--- src/rtl/mem_access_stage.sv ---
// rtl/mem_access_stage.sv - RISC-V memory-access stage (req/ack dmem port, load extend, store lanes); optional MEM_MISALIGN_TRAP_EN
module mem_access_stage #(
  parameter int TIMEOUT_CYCLES = 255,
  parameter int CNT_WIDTH      = 8
) (
  input  logic        CLK,
  input  logic        RSTN,
  input  logic        IN_VALID,
  output logic        IN_READY,
  input  logic        IN_LOAD,
  input  logic        IN_STORE,
  input  logic [2:0]  IN_FUNCT3,
  input  logic [31:0] IN_ADDR,
  input  logic [31:0] IN_WDATA,
  input  logic [4:0]  IN_RD,
  output logic        DMEM_REQ,
  output logic        DMEM_WE,
  output logic [31:0] DMEM_ADDR,
  output logic [3:0]  DMEM_WSTRB,
  output logic [31:0] DMEM_WDATA,
  input  logic        DMEM_ACK,
  input  logic [31:0] DMEM_RDATA,
  output logic        OUT_VALID,
  output logic [4:0]  OUT_RD,
  output logic [31:0] MEMORY_OUT,
  output logic        OUT_ERR
);

  localparam logic [1:0] ST_IDLE = 2'd0;
  localparam logic [1:0] ST_REQ  = 2'd1;
  localparam logic [1:0] ST_DONE = 2'd2;

  localparam logic [CNT_WIDTH-1:0] CNT_LIMIT = CNT_WIDTH'(TIMEOUT_CYCLES);

  logic [1:0]           state;
  logic                 op_load;
  logic                 op_store;
  logic [2:0]           op_funct3;
  logic [31:0]          op_addr;
  logic [31:0]          op_wdata;
  logic [4:0]           op_rd;
  logic [CNT_WIDTH-1:0] wait_cnt;
  logic [CNT_WIDTH-1:0] wait_cnt_next;
  logic                 err_q;
  logic [31:0]          mem_out_q;

  logic                 in_illegal;
  logic                 in_misalign;
  logic [7:0]           ld_byte;
  logic [15:0]          ld_half;
  logic [31:0]          ld_data;
  logic [3:0]           st_strb;
  logic [31:0]          st_data;

  assign wait_cnt_next = wait_cnt + CNT_WIDTH'(1);

  // Classify the incoming op: conflicting load/store flags or unsupported size encodings
  always_comb begin
    in_illegal = 1'b0;
    if (IN_LOAD && IN_STORE)
      in_illegal = 1'b1;
    else if (IN_LOAD && (IN_FUNCT3 == 3'b011 || IN_FUNCT3[2:1] == 2'b11))
      in_illegal = 1'b1;
    else if (IN_STORE && (IN_FUNCT3[2] || IN_FUNCT3[1:0] == 2'b11))
      in_illegal = 1'b1;
  end

`ifdef MEM_MISALIGN_TRAP_EN
  // Halfwords must be 2-byte aligned and words 4-byte aligned, otherwise trap without a request
  always_comb begin
    in_misalign = (IN_LOAD || IN_STORE) &&
                  ((IN_FUNCT3[1:0] == 2'b01 && IN_ADDR[0]) ||
                   (IN_FUNCT3[1:0] == 2'b10 && IN_ADDR[1:0] != 2'b00));
  end
`else
  assign in_misalign = 1'b0;
`endif

  // Pick the addressed lane out of the read word and extend it to 32 bits
  always_comb begin
    case (op_addr[1:0])
      2'd0:    ld_byte = DMEM_RDATA[7:0];
      2'd1:    ld_byte = DMEM_RDATA[15:8];
      2'd2:    ld_byte = DMEM_RDATA[23:16];
      default: ld_byte = DMEM_RDATA[31:24];
    endcase
    ld_half = op_addr[1] ? DMEM_RDATA[31:16] : DMEM_RDATA[15:0];
    case (op_funct3)
      3'b000:  ld_data = {{24{ld_byte[7]}}, ld_byte};
      3'b100:  ld_data = {24'b0, ld_byte};
      3'b001:  ld_data = {{16{ld_half[15]}}, ld_half};
      3'b101:  ld_data = {16'b0, ld_half};
      default: ld_data = DMEM_RDATA;
    endcase
  end

  // Store byte strobes and lane-replicated write data
  always_comb begin
    st_strb = 4'b0000;
    st_data = 32'h0;
    case (op_funct3[1:0])
      2'b00: begin
        st_strb = 4'b0001 << op_addr[1:0];
        st_data = {4{op_wdata[7:0]}};
      end
      2'b01: begin
        st_strb = op_addr[1] ? 4'b1100 : 4'b0011;
        st_data = {2{op_wdata[15:0]}};
      end
      default: begin
        st_strb = 4'b1111;
        st_data = op_wdata;
      end
    endcase
  end

  // Port outputs decode straight from state so an async reset drops the request at once
  always_comb begin
    IN_READY   = (state == ST_IDLE);
    DMEM_REQ   = (state == ST_REQ);
    DMEM_WE    = DMEM_REQ && op_store;
    DMEM_ADDR  = DMEM_REQ ? {op_addr[31:2], 2'b00} : 32'h0;
    DMEM_WSTRB = DMEM_WE ? st_strb : 4'b0000;
    DMEM_WDATA = DMEM_WE ? st_data : 32'h0;
    OUT_VALID  = (state == ST_DONE);
    OUT_RD     = op_rd;
    MEMORY_OUT = mem_out_q;
    OUT_ERR    = err_q;
  end

  // Op capture, request/ack handshake with timeout, and result registers
  always_ff @(posedge CLK or negedge RSTN) begin
    if (!RSTN) begin
      state     <= ST_IDLE;
      op_load   <= 1'b0;
      op_store  <= 1'b0;
      op_funct3 <= 3'b000;
      op_addr   <= 32'h0;
      op_wdata  <= 32'h0;
      op_rd     <= 5'd0;
      wait_cnt  <= '0;
      err_q     <= 1'b0;
      mem_out_q <= 32'h0;
    end else begin
      case (state)
        ST_IDLE: begin
          if (IN_VALID) begin
            op_load   <= IN_LOAD;
            op_store  <= IN_STORE;
            op_funct3 <= IN_FUNCT3;
            op_addr   <= IN_ADDR;
            op_wdata  <= IN_WDATA;
            op_rd     <= IN_RD;
            wait_cnt  <= '0;
            mem_out_q <= 32'h0;
            err_q     <= in_illegal || in_misalign;
            if ((IN_LOAD || IN_STORE) && !in_illegal && !in_misalign)
              state <= ST_REQ;
            else
              state <= ST_DONE;
          end
        end
        ST_REQ: begin
          if (DMEM_ACK) begin
            if (op_load)
              mem_out_q <= ld_data;
            state <= ST_DONE;
          end else begin
            wait_cnt <= wait_cnt_next;
            if (TIMEOUT_CYCLES != 0 && wait_cnt_next == CNT_LIMIT) begin
              err_q     <= 1'b1;
              mem_out_q <= 32'h0;
              state     <= ST_DONE;
            end
          end
        end
        ST_DONE: state <= ST_IDLE;
        default: state <= ST_IDLE;
      endcase
    end
  end

endmodule

--- config.mk ---
export PLATFORM = sky130hd
export DESIGN_NAME = mem_access_stage
export DESIGN_NICKNAME = d
export VERILOG_FILES = /design/src/rtl/mem_access_stage.sv
export SDC_FILE = /design/constraint.sdc
export NUM_CORES = 1
export LEC_CHECK = 0
export CORE_UTILIZATION = 35
export CTS_CLUSTER_DIAMETER = 60
export CTS_CLUSTER_SIZE = 28
export DETAILED_ROUTE_END_ITERATION = 6
export GPL_TIMING_DRIVEN = 0
export PLACE_DENSITY = 0.7
export SLEW_MARGIN = 20
export SYNTH_ARGS = -nofsm -noshare
export SYNTH_HDL_FRONTEND = slang
export SYNTH_SLANG_ARGS = --single-unit
--- constraint.sdc ---
create_clock -name CLK -period 2.41 [get_ports CLK]
set_input_delay 0.482 -clock CLK [delete_from_list [all_inputs] [get_ports CLK]]
set_output_delay 0.482 -clock CLK [all_outputs]
set_load 0.03 [all_outputs]
Yosys cells after proc, flatten, opt, wreduce, memory -nomap -nowiden. Cells that the tools add are included.

Word-level logic and storage cells: 77. Bits of input ports: 110. Output and inout port bits: 110. Flip-flop bits (word level): 117.

Equal/unequal tests: 17. Add/sub/neg operators: 1. Muxes and demuxes: 29. Reduce and logical (&&, ||, !) cells: 19. Shifts and indexed selects: 1.

Operators with widths (number): $mux 32 (6); $pmux 32 s2 (2); $pmux 32 s4 (1); $pmux 8 s3 (1); $mux 16 (1); $mux 8 (2); $pmux 8 s2 (1); $add 8x1->8 const B (1); $eq 2x2->1 const B (4); $eq 8x8->1 const B (1); $mux 2 (4); $mux 4 (2); $pmux 4 s2 (1); $reduce_and 4->1 (2); $eq 2x1->1 const B (3); $eq 3x3->1 const B (2); $logic_not 2->1 (3); $mux 1 (6); $logic_and 1x1->1 (5); $ne 2x2->1 const B (2); $pmux 2 s2 (1); $reduce_and 2->1 (2); $shl 1x2->4 const A (1); $eq 3x1->1 const B (1); 10 further kinds (12).

Depth between registers and ports, before layout. Gate-level depths: netlist (run 1).

Depth in word-level cells: 11. Mapped depth: 8. Gate-level depth less buffers: 7.

Worst setup path before layout (run 1). Ideal clock, no wire load.

Kind: reg-to-output. Start: reg op_funct3[1]. End: out DMEM_WDATA[16]. Cell stages (with the launch flop): 6. Slack: 0.203 ns. Path buffers: 3. Required time: 1.928 ns. Data arrival time: 1.725 ns. Path through: dfrtp_1 -> clkbuf_1 -> clkbuf_1 -> clkbuf_1 -> mux2i_1 -> nor2_1.

Word-level cells in the longest chain between the ends: 3. Elaborated cells on any way between the ends: 4. Classes of those cells: 1 x eq/ne; 2 x mux; 1 x reduce/logical.

RTL lines: start: declaration (RTL line 38) `logic [2:0] op_funct3;`; start signal: assignment (RTL line 137) `op_funct3 <= 3'b000;`; start signal: assignment (RTL line 150) `op_funct3 <= IN_FUNCT3;`; $eq 2x1->1 / $logic_not 2->1 (equally long branches) (RTL line 101) `case (op_funct3[1:0])`; $pmux 32 s2 * (RTL line 101); $mux 32 * (RTL line 124) `DMEM_WDATA = DMEM_WE ? st_data : 32'h0;`; end: declaration (RTL line 20) `output logic [31:0] DMEM_WDATA,`.

Every way passes the cells marked *; elsewhere a longest branch is shown, timed or not.

Final worst setup path (run 1).
Start: reg state[1]. End: out DMEM_WDATA[5].

Word-level cells in the longest chain between the ends: 3.

RTL lines: start: declaration (RTL line 35) `logic [1:0] state;`; start signal: assignment (RTL line 134) `state <= ST_IDLE;`; start signal: assignment (RTL line 158) `state <= ST_REQ;`; start signal: assignment (RTL line 160) `state <= ST_DONE;`; $eq 2x1->1 (RTL line 120) `DMEM_REQ = (state == ST_REQ);`; $logic_and 1x1->1 (RTL line 121) `DMEM_WE = DMEM_REQ && op_store;`; $mux 32 (RTL line 124).

Every way passes these cells.

==> impl_metrics.ini, run 1 <==
[floorplanning]
vertical_extent_of_the_die_microns = 132
core_area_sq_um = 16600
placement_rows = 47
die_width_microns = 132
die-area_sq_um = 17500
pin_count = 220
initial_utilization_pct = 35.8

[global_route]
initial_antenna_violation_count = 0
grt_pass1_vias = 5340
grt_max_degree = 68
globalRouteTotalUtil_pct = 22.1
global_route_wire_length_before_repair_microns = 29700
gr-total-overflow = 0

[worst_setup_path]
worst_ep_required_time_ns = 1.93
crit_chain = nor2b_4 > buf_8 > clkbuf_4 > and3_1 > clkdlybuf4s18_2
arrival_ns = 1.86
crit_type = reg -> out
critical_path.startpoint_type = flop
crit_fanout = 10
cp_slowest_stage_delay_ns = 0.42
worstSetupEndpointType = primary output
r2r_setup_slack_ns = 0.18
critical-path-slowest-cell = sky130_fd_sc_hd__dfrtp_2

[route]
drt_iter0_markers = 362
number_of_routed_nets_with_antenna_violations = 0
drc_errors = 0
num_vias = 5325
detailedRoute.firstPassIterationCount = 5
route.detailed.vias_per_inst = 5.08
final_routed_wirelength_microns = 18800
detail_route.wl_per_cell_microns = 17.9

[placement]
place.gp.congestion = 0.818
port_bufs = 217
placed_area_sq_um = 8420
dp_hpwl_microns = 13300

[cts]
cts_tree = yes
clock_latency_ns = 0.43
cts_root_buffer = sky130_fd_sc_hd__clkbuf_16
cts_hold_repair.buffers = 0
reg_clk_slew_reported_paths_ns = 0.06
htree_levels = 4
cts_num_sinks = 117
cts_inserted_buffers = 17
ctsLongestPathBuffers = 2

[sta]
min_tclk_post_route_ns = 2.34
setup_viol_count_final = 0
final-hold-violation-count = 0
fin_skew_ns = 0.0144
achievable-frequency_ghz = 0.428
tightest_slew_ns = 0.701
finalMaxSlewViolations = 0
unrepaired_setup_endpoints_after_global_routing = true
timing.max_slew.rel_slack_pct = 52.7
finalCritPeriodShare_pct = 97.0

[synth]
synth_flop_cell = sky130_fd_sc_hd__dfrtp_1
synth_area_leaders = sky130_fd_sc_hd__dfrtp_1, sky130_fd_sc_hd__mux2_2, sky130_fd_sc_hd__nand2_1, sky130_fd_sc_hd__and2_1, sky130_fd_sc_hd__mux2i_1
ys_ff_latch = 117
synth.yosys.seq_area_share_pct = 49.3
mean_instance_size_in_the_synthesized_netlist_sq_um = 10.5
syn-cell-area_sq_um = 5940
largest_area_contributor_in_the_synthesized_netlist = sky130_fd_sc_hd__dfrtp_1
yosys_warnings = 0
gate_count_of_the_mapped_netlist = 568
synth_async_sr_flop_share_pct = 100
unique_cell_type_count_in_the_yosys_netlist = 46
number_of_synthesized_flops_with_an_enable_pin = 0
synth_top_cell_area_share_pct = 49.3

[power]
power.density_nw_per_um2 = 1350
power.ir.vdd_worst_mv = 0.669
cell_leakage_power_nw = 3.89

[layout]
antenna_cells = 0
design_area_sq_um = 9140
layout_commonest_cell = sky130_fd_sc_hd__clkdlybuf4s50_1
fin_nets = 927
drive_above_1_share_pct = 27.7
layout_common_cells = sky130_fd_sc_hd__clkdlybuf4s50_1, sky130_fd_sc_hd__dfrtp_1, sky130_fd_sc_hd__mux2_2, sky130_fd_sc_hd__nand2_1, sky130_fd_sc_hd__nor2_1
synthesis_to_layout_area_growth_pct = 54.0
postLayoutCoreUtil_pct = 55.1

[job]
max_cap_viol_count = 0

[outcome]
status = completed

[worst_hold_path]
min_path_type = in -> async
-- cell families after synthesis --
logic type	synth area share, %
AND/OR/NAND/NOR	14.1
flip-flops	49.3
AO/OA/AOI/OAI	13.1
multiplexers	18.0
buffers and inverters	4.97
adder cells (fa/ha/maj)	0.422
other	0.0632
-- where the power goes --
group / switching [W] / internal [W]
clock: 0.000961 / 0.00171
combinational: 0.00335 / 0.00281
sequential: 0.000649 / 0.00287
-- critical path: cells and delay by family, from the launching register on --
family | cells | cell delay [ns]
DFF | 1 | 0.42
buffers and inverters | 3 | 0.68
and+or+nand+nor | 2 | 0.33
-- sequential cells by signal, indices dropped and copies added (netlist names), 2 cells and up --
signal,cells
op_funct3,3
op_wdata,32
state,2
op_addr,32
wait_cnt,8
MEMORY_OUT,32
OUT_RD,5
-- worst paths after layout --
| kind | cells after the start | end | from |
|---|---|---|---|
| max | 5 | DMEM_WDATA[5] | state[1] |
| max in group asynchronous | 2 | op_wdata[27] | RSTN |
| max reg2reg | 9 | MEMORY_OUT[27] | wait_cnt[0] |
| min reg2reg | 1 | op_addr[24] | op_addr[24] |
| min | 1 | MEMORY_OUT[16] | RSTN |
| min in group CLK | 1 | op_addr[24] | op_addr[24] |
-- stage by stage --
| stage | total power, W | hold WS [ns] | setup WS (ns) | std cells | setup TNS, ns |
|---|---|---|---|---|---|
| CTS | 0.0122 | 0.0142 | 0.000732 | 1040 | 0 |
| finish | 0.0123 | 0.00985 | 0.0722 | 1048 | 0 |
| floorplan | 0.00721 | 0.186 | 0.203 | 569 | 0 |
| global placement | 0.00940 | 0.481 | -3.99 | 1006 | -503.45 |
| detailed placement | 0.00948 | 0.467 | -0.649 | 1007 | -35.85 |
| global route | 0.0130 | 0.0422 | -0.00876 | 1048 | -0.0326 |
-- layout make-up --
cell class | count | area [sq um]
buffer | 38 | 292
clock buffer | 21 | 470
clock inverter | 11 | 149
fill | 1469 | 7440
inverter | 24 | 90.1
multi-input combinational | 387 | 2770
sequential | 117 | 2930
tap | 220 | 275
timing repair buffer | 230 | 2160
-- timing repair --
item	in CTS	in global routing
buffers inserted	4	7
pin swaps	0	1
gates resized for setup	222	82
setup endpoints to repair	68	82
gates cloned	0	1
-- routing by layer --
layer  vias to the layer above  track usage, %  wire length (microns)
met2                       233            35.2                   8790
li1                       2502               -                      -
met1                      2566            27.7                   7940
met4                         0            7.09                    248
met5                         -               0                      0
met3                        24            8.30                   1800
-- synthesized netlist by cell type, types with 15 or more instances --
cell	instances
sky130_fd_sc_hd__clkbuf_1	24
sky130_fd_sc_hd__a2bb2oi_1	17
sky130_fd_sc_hd__mux2_2	77
sky130_fd_sc_hd__dfrtp_1	117
sky130_fd_sc_hd__nor2_1	42
sky130_fd_sc_hd__mux2i_1	18
sky130_fd_sc_hd__nand3_1	15
sky130_fd_sc_hd__nand2_1	54
sky130_fd_sc_hd__inv_1	23
sky130_fd_sc_hd__and2_1	31
sky130_fd_sc_hd__o21ai_0	21
sky130_fd_sc_hd__a21oi_1	32
(Power assumes the default switching activity.)
==> inputs of run 2 (changes only) <==
==> constraint.sdc (replaced) <==
create_clock -name CLK -period 2.2 [get_ports CLK]
set_input_delay 0.44 -clock CLK [delete_from_list [all_inputs] [get_ports CLK]]
set_output_delay 0.44 -clock CLK [all_outputs]
set_load 0.03 [all_outputs]
==> impl_metrics.ini, run 2 (synthesized netlist as in run 1, its figures left out) <==
[floorplanning]
initial_utilization_pct = 35.8
die-area_sq_um = 17500
die_width_microns = 132
core_area_sq_um = 16600
pin_count = 220
vertical_extent_of_the_die_microns = 132
placement_rows = 47

[sta]
hold_ws_ns = 0.495
unrepaired_setup_endpoints_after_global_routing = true
tightest_slew_ns = 0.672
fin_skew_ns = 0.0145
final-hold-violation-count = 0
setup_viol_count_final = 3
timing.max_slew.rel_slack_pct = 54.7
finalCritPeriodShare_pct = 100
achievable-frequency_ghz = 0.453
finalMaxSlewViolations = 0
min_tclk_post_route_ns = 2.21
timing.final.ws_setup_ns = -0.00992

[worst_setup_path]
worstSetupEndpointType = primary output
arrival_ns = 1.77
crit_fanout = 5
worst_ep_required_time_ns = 1.76
critical_path.startpoint_type = flop
crit_type = reg -> out
worst_r2r_path_depth = 9
rr_endpoint = MEMORY_OUT[22]
critical_path.reg2reg.startpoint = wait_cnt[0]
r2r_setup_slack_ns = 0.08

[worst_hold_path]
min_path_type = reg -> reg
hold-path-cell-count = 1
min_to = op_addr[17]
hold_path.startpoint = op_addr[17]

[layout]
fill_cells = 1431
layout_common_cells = sky130_fd_sc_hd__clkdlybuf4s50_1, sky130_fd_sc_hd__dfrtp_1, sky130_fd_sc_hd__mux2_2, sky130_fd_sc_hd__nand2_1, sky130_fd_sc_hd__buf_4
postLayoutCoreUtil_pct = 56.9
antenna_cells = 0
drive_above_1_share_pct = 34.1
layout_commonest_cell = sky130_fd_sc_hd__clkdlybuf4s50_1
sequential_cell_area_sq_um = 2940
design_area_sq_um = 9430
fin_nets = 944
final_cells = 1065
synthesis_to_layout_area_growth_pct = 58.9
area_taken_by_multi_input_logic_gates_sq_um = 2930

[route]
drt_iter0_markers = 401
route.detailed.vias_per_inst = 5.09
drc_errors = 0
final_routed_wirelength_microns = 19500
detail_route.wl_per_cell_microns = 18.3
detailedRoute.firstPassIterationCount = 5
num_vias = 5426
number_of_routed_nets_with_antenna_violations = 0

[power]
report.power.total_w = 0.0142
power.density_nw_per_um2 = 1500
cell_leakage_power_nw = 4.09
power.ir.vdd_worst_mv = 0.733

[outcome]
violated_checks = setup timing
status = finished with violations

[global_route]
grt_max_degree = 68
grt_pass1_vias = 5412
gr-total-overflow = 0
global_route_wire_length_before_repair_microns = 30100
globalRouteTotalUtil_pct = 22.5
initial_antenna_violation_count = 0

[cts]
cts_num_sinks = 117
cts_tree = yes
cts_root_buffer = sky130_fd_sc_hd__clkbuf_16
cts_inserted_buffers = 17
clock_latency_ns = 0.43
htree_levels = 4
ctsLongestPathBuffers = 2
reg_clk_slew_reported_paths_ns = 0.06

[job]
max_cap_viol_count = 0

[placement]
placed_cells = 1007
port_bufs = 217
dp_hpwl_microns = 13300
placed_area_sq_um = 8420
place.gp.congestion = 0.818
==> run 2: changes by cell type in the layout (fill, tap and decap cells not counted), sizes merged <==
cell           delta
buf              +68
clkdlybuf4s15    -25
clkbuf           -23
clkdlybuf4s18     -2
clkdlybuf4s50     -2
clkinv            -1
clkinvlp          +1
dlygate4sd3       +1
==> run 2: report_power, final <==
group | switching, W | leakage, nW | internal, W | total, W
logic | 0.00393 | 2.37 | 0.00343 | 0.00736
registers | 0.000754 | 1.42 | 0.00315 | 0.00390
clock network | 0.00105 | 0.296 | 0.00187 | 0.00292
==> run 2: stage by stage <==
step	TNS, ns	setup WS, ns
floorplan	0	0.0351
global placement	-549.90	-4.16
detailed placement	-62.45	-0.817
CTS	-0.135	-0.0242
global route	-0.606	-0.0694
finish	-0.0142	-0.00992
==> run 2: worst max path at each step <==
stage	start	cells after the start	to
after floorplan	op_funct3[1]	5	DMEM_WDATA[16]
after global placement	RSTN	1	OUT_RD[4]
after detailed placement	op_funct3[1]	6	DMEM_WDATA[16]
after CTS	state[1]	7	DMEM_WDATA[30]
after global routing	op_funct3[0]	7	DMEM_WDATA[31]
final	op_funct3[0]	7	DMEM_WDATA[29]
==> run 2: timing repair <==
action | CTS | global route
hold endpoints to repair | 50 | 0
endpoints found under the setup margin | 91 | 93
pin swaps | 4 | 7
cloned | 1 | 4
setup buffers | 13 | 10
resized for setup | 410 | 104
hold buffers | 1 | 0
==> run 2: cell type report <==
class / count / share of cell area, %
multi-input combinational: 387 / 31.0
clock buffer: 21 / 4.99
sequential: 117 / 31.1
inverter: 24 / 0.995
tap: 220 / 2.92
timing repair buffer: 247 / 23.8
clock inverter: 11 / 1.58
buffer: 38 / 3.57
==> run 2: worst max-delay path: stages (launching register included) <==
cell and delay [ns]:
sky130_fd_sc_hd__dfrtp_2 0.44, sky130_fd_sc_hd__buf_8 0.14, sky130_fd_sc_hd__buf_12 0.13, sky130_fd_sc_hd__mux2i_2 0.22, sky130_fd_sc_hd__nor2_2 0.06, sky130_fd_sc_hd__a21oi_2 0.16, sky130_fd_sc_hd__nor2_4 0.06, sky130_fd_sc_hd__buf_6 0.13
==> run 2: metal layers <==
| metal | wire length (microns) | up-vias | GRT usage, % |
|---|---|---|---|
| met4 | 258 | 0 | 6.70 |
| met3 | 1790 | 21 | 7.84 |
| met1 | 8080 | 2632 | 27.9 |
| met5 | 0 | - | 0 |
| li1 | - | 2533 | - |
| met2 | 9320 | 240 | 36.8 |
